--- src/rtl/enigma_pkg.sv ---
// Shared Enigma constants: alphabet size, symbol width, rotor notches, rotor stage states.
// Pure declarations; no timing or flow control of its own.
package enigma_pkg;

  localparam int N_ALPHA = 26;
  localparam int SYM_W   = 5;

  // Stepping off these positions carries into the next rotor (Q, E, V, J, Z).
  localparam int NOTCH_I   = 16;
  localparam int NOTCH_II  = 4;
  localparam int NOTCH_III = 21;
  localparam int NOTCH_IV  = 9;
  localparam int NOTCH_V   = 25;

  typedef enum logic {
    ST_CFG = 1'b0,
    ST_RUN = 1'b1
  } rotor_state_t;

endpackage

--- src/rtl/rotor_modadd.sv ---
// Combinational (a +/- b) mod N for operands already in 0..N-1.
// Zero latency; no flow control.
module rotor_modadd #(
  parameter int N = 26,
  parameter int W = 5
) (
  input  logic [W-1:0] a,
  input  logic [W-1:0] b,
  input  logic         sub,
  output logic [W-1:0] y
);

  localparam logic [W:0] N_X = (W+1)'(N);

  logic [W:0] raw;

  // One extra bit holds the carry or borrow; a single correction by N folds it back.
  always_comb begin
    raw = sub ? ({1'b0, a} - {1'b0, b}) : ({1'b0, a} + {1'b0, b});
    y   = raw[W-1:0];
    if (sub) begin
      if (raw[W]) y = raw[W-1:0] + N_X[W-1:0];
    end else if (raw >= N_X) begin
      y = raw[W-1:0] - N_X[W-1:0];
    end
  end

endmodule

--- src/rtl/rotor_stage.sv ---
// Enigma rotor stage with loadable wiring, ring, position and notch carry; one-cycle latency.
// Valid/ready both sides: output held while out_ready low; in_ready low in CFG or while stalled.
module rotor_stage
  import enigma_pkg::*;
#(
  parameter int N     = N_ALPHA,
  parameter int W     = SYM_W,
  parameter int NOTCH = NOTCH_I
) (
  input  logic         clk,
  input  logic         rst_n,
  input  logic         cfg_we,
  input  logic [W-1:0] cfg_addr,
  input  logic [W-1:0] cfg_data,
  input  logic         ring_we,
  input  logic [W-1:0] ring_val,
  input  logic         pos_we,
  input  logic [W-1:0] pos_val,
  input  logic         step,
  input  logic         in_valid,
  output logic         in_ready,
  input  logic [W-1:0] in_data,
  input  logic         in_dir,
  output logic         out_valid,
  input  logic         out_ready,
  output logic [W-1:0] out_data,
  output logic         out_err,
  output logic [W-1:0] pos,
  output logic         carry_out
);

  localparam logic [W:0]   N_X     = (W+1)'(N);
  localparam logic [W-1:0] LAST    = W'(N - 1);
  localparam logic [W-1:0] NOTCH_P = W'(NOTCH);
  localparam logic [W-1:0] ONE     = W'(1);

  rotor_state_t state, state_nxt;

  logic [W-1:0] fwd [N];
  logic [W-1:0] rev [N];
  logic [W-1:0] ring;

  logic [W-1:0] off, idx, lut, sub_res, in_sym;
  logic         in_ok, accept, any_we, step_en;

  assign any_we  = cfg_we | ring_we | pos_we;
  assign in_ok   = ({1'b0, in_data} < N_X);
  // Out-of-range symbols are masked so the table index always stays in bounds.
  assign in_sym  = in_ok ? in_data : '0;
  assign lut     = in_dir ? rev[idx] : fwd[idx];
  assign accept  = in_valid & in_ready;
  assign step_en = (state == ST_RUN) & step & ~pos_we;

  rotor_modadd #(.N(N), .W(W)) u_off (.a(pos),    .b(ring), .sub(1'b1), .y(off));
  rotor_modadd #(.N(N), .W(W)) u_idx (.a(in_sym), .b(off),  .sub(1'b0), .y(idx));
  rotor_modadd #(.N(N), .W(W)) u_out (.a(lut),    .b(off),  .sub(1'b1), .y(sub_res));

  always_comb begin
    state_nxt = state;
    in_ready  = 1'b0;
    case (state)
      ST_CFG: if (!any_we && !out_valid) state_nxt = ST_RUN;
      ST_RUN: begin
        in_ready = !out_valid || out_ready;
        if (any_we) state_nxt = ST_CFG;
      end
      default: state_nxt = ST_CFG;
    endcase
  end

  always_ff @(posedge clk) begin
    if (!rst_n) begin
      state     <= ST_CFG;
      pos       <= '0;
      ring      <= '0;
      out_valid <= 1'b0;
      out_data  <= '0;
      out_err   <= 1'b0;
      carry_out <= 1'b0;
      for (int i = 0; i < N; i++) begin
        fwd[i] <= W'(i);
        rev[i] <= W'(i);
      end
    end else begin
      state     <= state_nxt;
      carry_out <= step_en && (pos == NOTCH_P);

      if (pos_we) begin
        if ({1'b0, pos_val} < N_X) pos <= pos_val;
      end else if (step_en) begin
        pos <= (pos == LAST) ? '0 : pos + ONE;
      end

      if (ring_we && ({1'b0, ring_val} < N_X)) ring <= ring_val;

      if (cfg_we && ({1'b0, cfg_addr} < N_X) && ({1'b0, cfg_data} < N_X)) begin
        fwd[cfg_addr] <= cfg_data;
        rev[cfg_data] <= cfg_addr;
      end

      if (accept) begin
        out_valid <= 1'b1;
        out_data  <= in_ok ? sub_res : '0;
        out_err   <= !in_ok;
      end else if (out_ready) begin
        out_valid <= 1'b0;
      end
    end
  end

endmodule

--- config.mk ---
export PLATFORM = sky130hd
export DESIGN_NAME = rotor_stage
export DESIGN_NICKNAME = d
export VERILOG_FILES = /design/src/rtl/enigma_pkg.sv /design/src/rtl/rotor_modadd.sv /design/src/rtl/rotor_stage.sv
export SDC_FILE = /design/constraint.sdc
export NUM_CORES = 1
export LEC_CHECK = 0
export CAP_MARGIN = 20
export CORE_MARGIN = 2
export CORE_UTILIZATION = 40
export DETAILED_ROUTE_END_ITERATION = 10
export HOLD_SLACK_MARGIN = 0.08
export PLACE_DENSITY_LB_ADDON = 0.15
export SYNTH_ARGS = -nofsm -noshare
export SYNTH_HDL_FRONTEND = slang
export SYNTH_SLANG_ARGS = --single-unit
export TNS_END_PERCENT = 5
--- constraint.sdc ---
create_clock -name clk -period 7.2 [get_ports clk]
set_input_delay 1.44 -clock clk [delete_from_list [all_inputs] [get_ports clk]]
set_output_delay 1.44 -clock clk [all_outputs]
set_load 0.005 [all_outputs]
==> run summary, run 1 <==
Area post-placement - 18300 µm²
Comb pwr share - 60.3%
Synthesis-to-finish area growth - 20.1%
Sum Neg Setup Slack - 0 ps
Mapped Avg Cell Area - 11.0 µm²
Post-synth cell types - 63
Reg2Reg Depth - 31
Max VDD drop - 394 µV
Fmax - 145 MHz
Crit share post-route - 95.6%
Worst hold endpoint - state
GR Overflow Total - 0
Multiplexer share of the synthesized area - 4.52%
Max Cap Viol - 0
Num CTS Buffers - 39
Pre-CTS setup slack - -402 ps
Top FF cell, synth - edfxtp_1
Sw Share - 39.9%
Initial Utilization - 40.3%
Max transition margin - 30.2%
Seq cells post-synth - 339
Total core area - 40600 µm²
WL per Instance - 21.0 µm
R2R setup slack - 360 ps
Vias in the first global route - 11500
Synth Instances - 1493
All-Layer GR Usage - 21.8%
First-pass GRT wire length - 69300 µm
Final GP Congestion - 0.875
Die W - 206 µm
Synth area leader - edfxtp_1
Hold_ws - 470 ps
TritonRoute pass-1 iters - 5
Compound-gate portion of the synthesized area - 8.71%
Yosys top cell area share - 58.6%
Worst-case clock buffer depth - 3
Max stage delay on crit path - 520 ps
FFs w/ async S/R, synth - 0%
Reg-to-reg critical path startpoint - pos[0]
Syn Std Cell Area - 16400 µm²
Synth top area cells - edfxtp_1 59%, nand2_1 6.9%, mux2i_1 4.0%
Drt via density - 5.38
Lkg Pwr - 7.28 nW
Status - finished clean
Int Pwr - 6.40 mW
# DRC - 0
Clock skew - 12.1 ps
CTS clock-pin slew for the worst setup and hold paths - 60 ps
Largest net degree at the start of global routing - 67
Vias - 12000
Post-Synth XOR/XNOR Area - 0.954%
Fin area - 19700 µm²
Max-slew violations - 0
HPWL Detailed - 31500 µm
Worst Slack Setup Final - 319 ps
WS Path Type - in -> reg
Largest family of logic cells by synthesized area - simple AND/OR/NAND/NOR gates
Worst-skew pair later-pin latency - 530 ps
Yosys warns - 0
P per Cell Area - 541 nW/µm²
Crit-path leading delay family - compound AO/OA/AOI/OAI gates
NetSw - 4.25 mW
CP Depth - 27
N_diodes - 0
Hold depth - 1
Final setup viols - 0
Number of flops mapped to enable cells by yosys - 320
H-tree levels - 2
Std cell rows - 74
HP Start - out_valid
Fraction of layout cells with a size suffix above 1 - 14.2%
CP Capture Type - flop
Synth Area in Adders - 1.97%
CTS tree - yes
HP Class - reg -> reg
Worst r2r dst - out_data[4]
WP data required - 7620 ps
Full die area - 42600 µm²
Slowest CP cell - or4b_4
Worst-margin pin slew - 1050 ps
Part of the power in registers - 21.8%
Critical path arrival - 7300 ps
Clk sinks - 339
IO Port Bufs - 47
Register area share after synthesis - 60.9%
Crit-path max FO - 5
# nets final - 1732
Final Hold Vio Count - 0
Post-layout min period - 6880 ps
I/O pin count - 48
Dpl cells - 2154
Most common cell in the netlist - edfxtp_1
CTS root buf - clkbuf_16
Clock network power share - 17.9%
Synth Area in Simple Gates - 18.9%
Initial drt markers - 1118
Initial antenna violation count - 0
Die Y - 206 µm
Layout Cells excl Fill - 2230
Synth top cells by count - 320 x edfxtp_1, 302 x nand2_1, 108 x a21oi_1
Post-route ant nets - 0
CP Buf/Inv Count - 3
WL final - 46800 µm
Startpoint types - input pin
[logic make-up (layout without fill, tap and decap cells)]
group / Yosys count / count (layout)
fa+ha+maj: 24 / 24
buf+inv: 141 / 287
mux: 72 / 72
flops: 339 / 339
other cells: 1 / 60
simple gates: 666 / 666
compound gates: 233 / 233
xor+xnor: 17 / 17
[power by group through the flow]
stage               combinational, mW  sequential [mW]  clock (mW)
floorplan                        3.73             2.34           0
CTS                              6.12             2.32        1.94
global route                     6.92             2.33        2.00
global placement                 6.06             2.36           0
finish                           6.42             2.32        1.90
detailed placement               6.09             2.36           0
[state kept, by name (all words and copies together), names as in the netlist]
register,count
fwd,160
rev,160
out_data,5
pos,5
ring,5
carry_out,1
out_err,1
out_valid,1
state,1
[layout by cell type, fill, tap and decap left out, drive strengths merged, types with 20 or more instances in the layout]
cell and n:
edfxtp 320, nand3 29, and2 55, o22ai 20, buf 137, or4 22
nor3 72, a21oi 110, o21ai 41, nor2 93, inv 37, nand2 305
clkbuf 50, clkdlybuf4s50 46, mux2i 65, conb 60, ha 21
[worst register-to-register path: cells and delay by family, from the launching register on]
family,cells,cell delay [ps]
AOI/OAI and AO/OA,9,1490
and+or+nand+nor,9,2220
adders and majority gates,5,1480
buffers and inverters,6,790
DFF,1,470
xor gates and xnor gates,2,270
[per-layer routing]
| layer | GRT usage (%) | routed length [µm] |
|---|---|---|
| met5 | 0 | 0 |
| met4 | 5.36 | 926 |
| met3 | 2.62 | 2770 |
| met2 | 36.3 | 22200 |
| met1 | 30.3 | 20900 |
[timing repair]
action	CTS	global route
gates resized for setup	0	7
setup endpoints to repair	0	4
hold buffers	0	0
setup buffers	0	10
[metrics by stage]
step	total power, mW	utilization [%]
after floorplan	6.08	-
after detailed placement	8.45	45.1
after global placement	8.42	45.1
after global routing	11.3	48.4
final	10.6	48.4
after CTS	10.4	48.1
[layout make-up]
cell class              instances  area, µm²
fillers                      3737      21000
flip-flops and latches        339       9990
multi-input cells            1072       6040
repair buffers                184       1650
clock buffers                  49       1060
well taps                     532        666
clock inverters                16        146
inverters                      38        143
[worst max path at each step]
stage	from	endpoint	slack, ps
after global placement	in_data[1]	out_data[4]	-360
after global routing	pos[0]	out_data[3]	-40
after detailed placement	in_data[1]	out_data[4]	-400
after floorplan	in_data[1]	out_data[4]	530
after CTS	pos[0]	out_data[4]	1
final	in_data[2]	out_data[4]	320
Note: power is estimated with default switching activity, not from simulation.
==> inputs of run 2 (changes only) <==
Settings changed: CELL_PAD_IN_SITES_DETAIL_PLACEMENT set to 0, CELL_PAD_IN_SITES_GLOBAL_PLACEMENT set to 1, TNS_END_PERCENT 5 to 20.
==> run summary, run 2 (synthesis results as in run 1) <==
Status - finished clean
Critical path arrival - 7260 ps (-40 ps)
Vias in the first global route - 11600 (+1.5%)
IO Port Bufs - 47 (unchanged)
Max VDD drop - 359 µV (-8.8%)
P per Cell Area - 528 nW/µm² (-2.4%)
Worst-margin pin slew - 1000 ps (-42.2 ps)
Drt via density - 5.36 (-0.53%)
Initial drt markers - 1088 (-2.7%)
Clock skew - 7.54 ps (-4.56 ps)
HP Class - reg -> reg
GR Overflow Total - 0 (unchanged)
WP data required - 7630 ps (about the same)
Worst-case clock buffer depth - 3 (unchanged)
CTS clock-pin slew for the worst setup and hold paths - 50 ps (about the same)
Register area - 9990 µm² (about the same)
PnR Total Power - 10.3 mW (-3.4%)
Num CTS Buffers - 39 (unchanged)
Full die area - 42600 µm² (unchanged)
WL final - 48100 µm (+2.8%)
RSZ-0062 raised after global routing - no
Reg-to-reg critical path startpoint - pos[0]
Worst Slack Setup Final - 372 ps (+53.3 ps)
Die Y - 206 µm (unchanged)
Crit path capture - out_data[4]
Critical path startpoint - in_data[1]
Most frequent cells in the layout - 320 x edfxtp_1, 302 x nand2_1, 111 x buf_4
Std cell rows - 74 (unchanged)
CP Capture Type - flop
Vias - 11900 (-1.1%)
H-tree levels - 2 (unchanged)
Total core area - 40600 µm² (unchanged)
TritonRoute pass-1 iters - 8 (+3)
Final Hold Vio Count - 0 (unchanged)
All-Layer GR Usage - 22.9% (+1.1 points)
Final GP Congestion - 0.856 (-2.1%)
First-pass GRT wire length - 71200 µm (+2.7%)
Worst r2r dst - out_data[4]
Worst-skew pair later-pin latency - 550 ps (+20 ps)
Commonest non-fill, non-tap cell in the layout - edfxtp_1
CTS tree - yes
Startpoint types - input pin
Clk sinks - 339 (unchanged)
Util after Layout - 48.0% (-0.47 points)
HPWL Detailed - 33100 µm (+5.0%)
Post-CTS setup buffer count - 0 (unchanged)
N_diodes - 0 (unchanged)
Fraction of layout cells with a size suffix above 1 - 13.5% (-0.72 points)
Final setup viols - 0 (unchanged)
Post-layout min period - 6830 ps (-53.3 ps)
Lkg Pwr - 7.17 nW (-1.5%)
Largest net degree at the start of global routing - 46 (-31%)
Post-route ant nets - 0 (unchanged)
Largest regs - fwd: 160 flops, rev: 160 flops
WL per Instance - 21.7 µm (+3.4%)
Crit-path max FO - 14 (+9)
Fill cell count - 3772 (+0.94%)
Fin area - 19500 µm² (-0.97%)
R2R setup slack - 460 ps (+100 ps)
Max Cap Viol - 0 (unchanged)
# DRC - 0 (unchanged)
Area post-placement - 18300 µm² (-0.38%)
Pre-CTS setup slack - -274 ps (+128 ps)
CTS root buf - clkbuf_16
Reg2Reg Depth - 29 (-6.5%)
Synthesis-to-finish area growth - 18.9%
Area of the multi-input gates - 6040 µm² (about the same)
# nets final - 1715 (-0.98%)
Max-slew violations - 0 (unchanged)
Initial antenna violation count - 0 (unchanged)
Fmax - 146 MHz (+0.78%)
I/O pin count - 48 (unchanged)
WS Path Type - in -> reg
Die W - 206 µm (unchanged)
Crit share post-route - 94.8% (-0.74 points)
Initial Utilization - 40.3% (unchanged)
Max transition margin - 33.0% (+2.7 points)
-- run 2: changes by cell type in the layout (fill, tap and decap cells not counted), sizes merged --
cell,change
buf,-16
bufinv,-1
clkinv,+4
-- run 2: stage by stage --
stage | cells | setup TNS, ps | hold slack [ps]
final | 2217 | 0 | 452
after global routing | 2217 | 0 | 488
after CTS | 2217 | 0 | 455
after detailed placement | 2148 | -959 | 449
after global placement | 2148 | -471 | 449
after floorplan | 1552 | 0 | 434
-- run 2: where the power goes --
group	internal, mW	leakage (nW)	switching (mW)
clock network	1.11	0.592	0.780
registers	2.28	3.28	0.0435
logic	2.69	3.30	3.39
-- run 2: how the worst min path moves through the flow --
stage / start / endpoint / slack, ps / depth (start not counted)
2_1_floorplan: state / state / 430 / 2
3_3_place_gp: out_valid / state / 450 / 1
3_5_place_dp: out_valid / state / 450 / 1
4_1_cts: out_valid / state / 460 / 1
5_1_grt: out_valid / state / 490 / 1
6_report: out_valid / state / 450 / 1
-- run 2: layer usage --
metal / global-route usage [%] / routed length [µm] / up-vias
li1: - / - / 5652
met1: 31.3 / 21600 / 5802
met2: 37.5 / 22400 / 363
met3: 4.49 / 3250 / 56
met4: 5.28 / 860 / 0
met5: 0 / 0 / -
-- run 2: timing repair --
action,4_1_cts,5_1_grt
gates resized for setup,0,7
endpoints found under the setup margin,0,4
endpoints found under the hold margin,0,0
hold buffers,0,0
-- run 2: critical path: stages --
cell and delay, ps:
clkdlybuf4s50_1 420, o211ai_1 230, and2_1 170, ha_1 170, inv_1 60, fa_1 470
nand2b_1 180, a21oi_2 170, xor2_1 300, a21oi_2 160, o2bb2ai_4 190, buf_8 180
buf_4 170, nand2_1 70, a21oi_1 60, or4_1 420, or4_1 580, o311a_1 180
ha_1 290, nor2b_1 130, o21ai_0 150, nand2b_1 90, a21o_1 190, a21o_1 200
a211oi_1 270, xnor2_1 110, a22oi_1 140, nor2_1 50
-- run 2: final cells by class --
| type | instances | share of cell area (%) |
|---|---|---|
| repair buffers | 167 | 7.51 |
| clock buffers | 50 | 5.44 |
| well taps | 532 | 3.41 |
| inverters | 38 | 0.732 |
| flip-flops and latches | 339 | 51.2 |
| clock inverters | 19 | 0.693 |
| multi-input cells | 1072 | 31.0 |
